`src/rtl/ahb_slave_access_arbiter.sv`:
```
// ---------------------------------------------------------------------------
// ahb_slave_access_arbiter
//   Two-port round-robin AHB-Lite master sequencer. Each accepted command
//   from a requester becomes one single NONSEQ transfer to a shared slave;
//   completion (ACK), error status (ERR) and read data (RDATA) are returned
//   to the requester that issued the command. Misaligned or oversized
//   commands are rejected without touching the bus.
//
// Ports
//   HCLK, HRESETN     clock, asynchronous active-low reset
//   REQ/WR[1:0]       per-requester request and write flag
//   ADDR, WDATA, SIZE packed per-requester command fields
//   ACK/ERR[1:0]      one-cycle completion pulse and error flag
//   RDATA             read data, valid with ACK
//   GNT, BUSY         current/last owner, FSM-not-idle
//   HSEL..HWDATA      AHB-Lite master outputs
//   HRDATA, HREADY,
//   HRESP             AHB-Lite slave response
// ---------------------------------------------------------------------------
module ahb_slave_access_arbiter #(
    parameter int unsigned AWIDTH    = 10,
    parameter logic [3:0]  HPROT_VAL = 4'b0011
) (
    input  logic                  HCLK,
    input  logic                  HRESETN,
    input  logic [1:0]            REQ,
    input  logic [1:0]            WR,
    input  logic [2*AWIDTH-1:0]   ADDR,
    input  logic [63:0]           WDATA,
    input  logic [5:0]            SIZE,
    output logic [1:0]            ACK,
    output logic [1:0]            ERR,
    output logic [31:0]           RDATA,
    output logic                  GNT,
    output logic                  BUSY,
    output logic                  HSEL,
    output logic [AWIDTH-1:0]     HADDR,
    output logic                  HWRITE,
    output logic [1:0]            HTRANS,
    output logic [2:0]            HSIZE,
    output logic [2:0]            HBURST,
    output logic                  HMASTLOCK,
    output logic [3:0]            HPROT,
    output logic [31:0]           HWDATA,
    input  logic [31:0]           HRDATA,
    input  logic                  HREADY,
    input  logic                  HRESP
);

    typedef enum logic [1:0] {S_IDLE, S_ADDR, S_DATA, S_REJ} state_e;

    state_e              state_q,  state_d;
    logic                last_q,   last_d;
    logic                gnt_q,    gnt_d;
    logic [31:0]         wdata_q,  wdata_d;
    logic [1:0]          ack_q,    ack_d;
    logic [1:0]          err_q,    err_d;
    logic [31:0]         rdata_q,  rdata_d;
    logic                busy_q,   busy_d;
    logic                hsel_q,   hsel_d;
    logic [AWIDTH-1:0]   haddr_q,  haddr_d;
    logic                hwrite_q, hwrite_d;
    logic [1:0]          htrans_q, htrans_d;
    logic [2:0]          hsize_q,  hsize_d;
    logic [31:0]         hwdata_q, hwdata_d;

    logic [1:0]          elig;
    logic                sel;
    logic                sel_wr;
    logic [AWIDTH-1:0]   sel_addr;
    logic [31:0]         sel_wdata;
    logic [2:0]          sel_size;
    logic                cmd_ok;

    // Requester selection and command validation
    always_comb begin
        // A requester whose ACK is currently high still holds REQ for the
        // command just completed; masking it prevents a duplicate issue.
        elig = REQ & ~ack_q;
        case (elig)
            2'b01:   sel = 1'b0;
            2'b10:   sel = 1'b1;
            default: sel = ~last_q;
        endcase

        sel_wr    = sel ? WR[1]                     : WR[0];
        sel_addr  = sel ? ADDR[2*AWIDTH-1:AWIDTH]   : ADDR[AWIDTH-1:0];
        sel_wdata = sel ? WDATA[63:32]              : WDATA[31:0];
        sel_size  = sel ? SIZE[5:3]                 : SIZE[2:0];

        case (sel_size)
            3'd0:    cmd_ok = 1'b1;
            3'd1:    cmd_ok = ~sel_addr[0];
            3'd2:    cmd_ok = (sel_addr[1:0] == 2'b00);
            default: cmd_ok = 1'b0;
        endcase
    end

    // Next-state and registered-output logic
    always_comb begin
        state_d  = state_q;
        last_d   = last_q;
        gnt_d    = gnt_q;
        wdata_d  = wdata_q;
        ack_d    = '0;
        err_d    = '0;
        rdata_d  = rdata_q;
        hsel_d   = hsel_q;
        haddr_d  = haddr_q;
        hwrite_d = hwrite_q;
        htrans_d = htrans_q;
        hsize_d  = hsize_q;
        hwdata_d = hwdata_q;

        case (state_q)
            S_IDLE: begin
                if (|elig) begin
                    last_d  = sel;
                    gnt_d   = sel;
                    wdata_d = sel_wdata;
                    if (cmd_ok) begin
                        state_d  = S_ADDR;
                        hsel_d   = 1'b1;
                        htrans_d = 2'b10;
                        haddr_d  = sel_addr;
                        hwrite_d = sel_wr;
                        hsize_d  = sel_size;
                    end else begin
                        state_d  = S_REJ;
                    end
                end
            end
            S_ADDR: begin
                state_d  = S_DATA;
                hsel_d   = 1'b0;
                htrans_d = 2'b00;
                if (hwrite_q) begin
                    hwdata_d = wdata_q;
                end
            end
            S_DATA: begin
                // First cycle of a two-cycle ERROR response has HREADY low,
                // so it is absorbed here as an ordinary wait state.
                if (HREADY) begin
                    state_d       = S_IDLE;
                    ack_d[gnt_q]  = 1'b1;
                    err_d[gnt_q]  = HRESP;
                    if (!hwrite_q) begin
                        rdata_d = HRDATA;
                    end
                end
            end
            S_REJ: begin
                state_d      = S_IDLE;
                ack_d[gnt_q] = 1'b1;
                err_d[gnt_q] = 1'b1;
            end
            default: state_d = S_IDLE;
        endcase

        busy_d = (state_d != S_IDLE);
    end

    always_ff @(posedge HCLK or negedge HRESETN) begin
        if (!HRESETN) begin
            state_q  <= S_IDLE;
            last_q   <= 1'b1;
            gnt_q    <= 1'b0;
            wdata_q  <= '0;
            ack_q    <= '0;
            err_q    <= '0;
            rdata_q  <= '0;
            busy_q   <= 1'b0;
            hsel_q   <= 1'b0;
            haddr_q  <= '0;
            hwrite_q <= 1'b0;
            htrans_q <= 2'b00;
            hsize_q  <= '0;
            hwdata_q <= '0;
        end else begin
            state_q  <= state_d;
            last_q   <= last_d;
            gnt_q    <= gnt_d;
            wdata_q  <= wdata_d;
            ack_q    <= ack_d;
            err_q    <= err_d;
            rdata_q  <= rdata_d;
            busy_q   <= busy_d;
            hsel_q   <= hsel_d;
            haddr_q  <= haddr_d;
            hwrite_q <= hwrite_d;
            htrans_q <= htrans_d;
            hsize_q  <= hsize_d;
            hwdata_q <= hwdata_d;
        end
    end

    assign ACK       = ack_q;
    assign ERR       = err_q;
    assign RDATA     = rdata_q;
    assign GNT       = gnt_q;
    assign BUSY      = busy_q;
    assign HSEL      = hsel_q;
    assign HADDR     = haddr_q;
    assign HWRITE    = hwrite_q;
    assign HTRANS    = htrans_q;
    assign HSIZE     = hsize_q;
    assign HWDATA    = hwdata_q;
    assign HBURST    = 3'b000;
    assign HMASTLOCK = 1'b0;
    assign HPROT     = HPROT_VAL;

endmodule

```
`config.mk`:
```
export PLATFORM = sky130hd
export DESIGN_NAME = ahb_slave_access_arbiter
export DESIGN_NICKNAME = d
export VERILOG_FILES = /design/src/rtl/ahb_slave_access_arbiter.sv
export SDC_FILE = /design/constraint.sdc
export NUM_CORES = 1
export LEC_CHECK = 0
export ABC_AREA = 1
export BUFFER_PORTS_ARGS = -buffer_cell sky130_fd_sc_hd__buf_2
export CAP_MARGIN = 0
export CORE_MARGIN = 8
export CORE_UTILIZATION = 51
export CTS_BUF_LIST = sky130_fd_sc_hd__clkbuf_16
export CTS_CLUSTER_SIZE = 24
export DETAILED_ROUTE_END_ITERATION = 16
export GPL_TIMING_DRIVEN = 0
export HOLD_SLACK_MARGIN = 0.02
export MAX_ROUTING_LAYER = met4
export PLACE_DENSITY_LB_ADDON = 0.1
export SYNTH_ARGS = -nofsm -noshare
export SYNTH_HDL_FRONTEND = slang
export SYNTH_SLANG_ARGS = --single-unit
export TNS_END_PERCENT = 50
```
`constraint.sdc`:
```
create_clock -name HCLK -period 2.92 [get_ports HCLK]
set_clock_uncertainty 0.15 [all_clocks]
set_input_delay 0.438 -clock HCLK [delete_from_list [all_inputs] [get_ports HCLK]]
set_output_delay 0.438 -clock HCLK [all_outputs]
set_load 0.05 [all_outputs]
```
==> metrics.txt <==
flops & latches, synth 120; CP Class flop to flop; Residual DRC 0; status finished, final reports clean; Initial DRT Pass Iterations 5; Cell Area, Synth 5160 um2; largest net degree at the start of global routing 76; Final Instance Area 7030 um2; DIE WIDTH 117 um; hold wc startpoint HRDATA[5]; core area 9820 um2; Most common cell on crit path nand2_1; post-synth top area cell dfrtp_1; first-pass GRT wire length approximately 23000 um; clk slew on worst S/H paths 0.06 ns; row cnt 36; WP buf/inv 3; critical path's top delay family simple AND/OR/NAND/NOR gates; Ports approximately 230; Final period util 0.761; via count 4574; post-DR vias/cell between 4 and 5; YS warnings 0; hold_buf cts 1; P&R area growth vs syn 36.3%; maximum buffer depth of the clock tree 2; Min Hold Slack about 0.11 ns; Critical Path Stages 11; Reg2Reg Setup Slack 0.70 ns; Post-DRT Antenna Nets 0; post-detail-place hpwl 11000 um; Synth top area share 0.577; die area between 10000 and 15000 um2; CP max-delay cell clkbuf_1; fin. max-slew vios 0; die height 117 um; Lkg Pwr 3.81 nW; Netlist cell types 25; sequential cell area fraction in the yosys report 0.582; worst reg2reg path depth 11; Num CTS Buffers 17; Hold Crit Class input pin to flop; clk_lat worst skew 0.41 ns; total grt overflow 0; Final Hold Fails 0; VDD IR max 0.000670 V; power per cell area between 1000 and 1500 nW/um2; share of cells above drive strength 1 0.399; Reg-to-Reg End HADDR[9]; drt wl/cell 15.9 um; Post-CTS Resized 0; Placer Congestion 0.832; syn_area_per_cell 9.75 um2; worst path required time 3.12 ns; PortBufs 215; Clock H-tree levels 4; Slew @ Worst Pin 0.502 ns; CTS sink count 120; Worst Setup EP HADDR[9]; NumNets Final 904; relative slew slack 0.665; Iter 0 DRT Violations 301; WP data arrival 2.42 ns; Synth Instances ~530; r2r startpoint ACK[0]; CP peak stage delay 0.42 ns; CP Cell Sequence inv_1 -> nand2_1 -> ha_1 -> inv_1 -> nand2_1 -> nand2_2 -> clkbuf_1 -> nand2_1 -> nand2_1 -> nand4_1 -> nand2_1; Worst setup SP type flop; Synth area leaders dfrtp_1 (58%), nand2_1 (8.0%), mux2_2 (7.0%); CP endpoint kind flop; initial antenna violation count 3; Total Routing Usage GR 0.227; maximum fanout along the worst path 10; origin of the worst setup path ACK[0]; final wirelength 14700 um; Final min period ~2.2 ns; total power 9.96 mW; Max Cap Violations 0; unrepaired setup endpoints after global routing no; CTS root buf clkbuf_16; Peak Freq roughly 450 MHz; dpl cell area 6460 um2; Starting Density 0.525; vias in the first global route around 4800; CTS tree built; final setup vio count 0; Post-CTS Setup Bufs 0
## metrics by stage
stage,std cells,TNS (ns),utilization,setup slack [ns]
after floorplan,536,0,-,0.694
after global placement,884,-17.82,0.654,-0.158
after detailed placement,885,0,0.658,0.588
after CTS,918,0,0.715,0.683
after global routing,922,0,0.716,0.482
final,922,0,0.716,0.698
## worst register-to-register path, delay by kind of cell (launching register included)
family | cells | cell delay (ns)
fa+ha+maj | 1 | 0.33
flops | 1 | 0.38
simple gates | 7 | 0.75
buf+inv | 3 | 0.57
## layout make-up
| cell class | instances | area (um2) |
|---|---|---|
| Clock buffer | 17 | 425 |
| Antenna cell | 4 | 10.0 |
| Inverter | 52 | 195 |
| Sequential cell | 120 | 3000 |
| Clock inverter | 15 | 126 |
| Multi-Input combinational cell | 324 | 1750 |
| Fill cell | 797 | 2790 |
| Tap cell | 133 | 166 |
| Timing Repair Buffer | 217 | 1120 |
| Buffer | 40 | 230 |
## cells by family (layout without fill, tap and decap cells)
kind of cell,after synthesis,count (layout),synth area share
compound gates,104,104,0.113
fa+ha+maj,2,2,0.00485
buf+inv,92,341,0.0825
flops,120,120,0.582
mux,32,32,0.0699
other cells,2,13,0.00146
simple gates,177,177,0.146
## sequential cells by signal, indices dropped and copies added, names as in the netlist
register,flops
HWDATA,32
ERR,2
HADDR,10
HSIZE,3
HTRANS,1
RDATA,32
HWRITE,1
last_q,1
state_q,2
GNT,1
ACK,2
BUSY,1
wdata_q,32
## how the worst min path moves through the flow
stage	endpoint	slack, ns	depth (start not counted)
CTS	RDATA[26]	0.1	2
floorplan	ACK[0]	-0.008	0
detailed placement	HWDATA[13]	0.25	1
global route	RDATA[21]	0.1	2
finish	RDATA[5]	0.11	2
global placement	HADDR[5]	0.30	2
## cells in the final DEF, fill, tap and decap left out, types with 2 or more instances in the layout
master	synthesis	final
nand2_2	6	6
nor2_1	38	38
ha_1	2	2
buf_2	13	227
diode_2	0	4
buf_6	3	4
buf_4	11	11
bufinv_16	0	2
clkinv_2	0	4
clkbuf_16	0	17
mux2_2	32	32
inv_1	52	57
nand2_1	110	110
o21ai_0	70	70
clkinvlp_4	0	2
o22ai_1	32	32
nand3_1	4	4
dfrtp_1	119	119
nand4_1	13	13
conb_1	2	9
clkbuf_1	13	13
## synthesized netlist by cell type
cell      count
dfrtp_1     119
nand2_1     110
o21ai_0      70
inv_1        52
nor2_1       38
mux2_2       32
o22ai_1      32
buf_2        13
clkbuf_1     13
nand4_1      13
buf_4        11
nand2_2       6
nand3_1       4
buf_6         3
conb_1        2
ha_1          2
a21oi_4       1
and2_1        1
dfstp_2       1
nand2_4       1
nand3b_1      1
nand4_4       1
nor2_2        1
nor3_1        1
o21ai_4       1
## power by group
| part | switching, mW | leakage (nW) | internal, mW |
|---|---|---|---|
| clock | 0.702 | 0.286 | 1.23 |
| sequential | 0.365 | 1.49 | 2.49 |
| combinational | 3.80 | 2.03 | 1.38 |
## per-layer routing
metal,share of wire,vias up,track usage,wire length (um)
li1,-,2207,-,-
met1,0.40,2152,0.256,5830
met2,0.50,190,0.374,7360
met3,0.080,25,0.0667,1170
met4,0.020,0,0.0913,297
met5,0,-,-,0
Power figures use the tool's default switching activity.
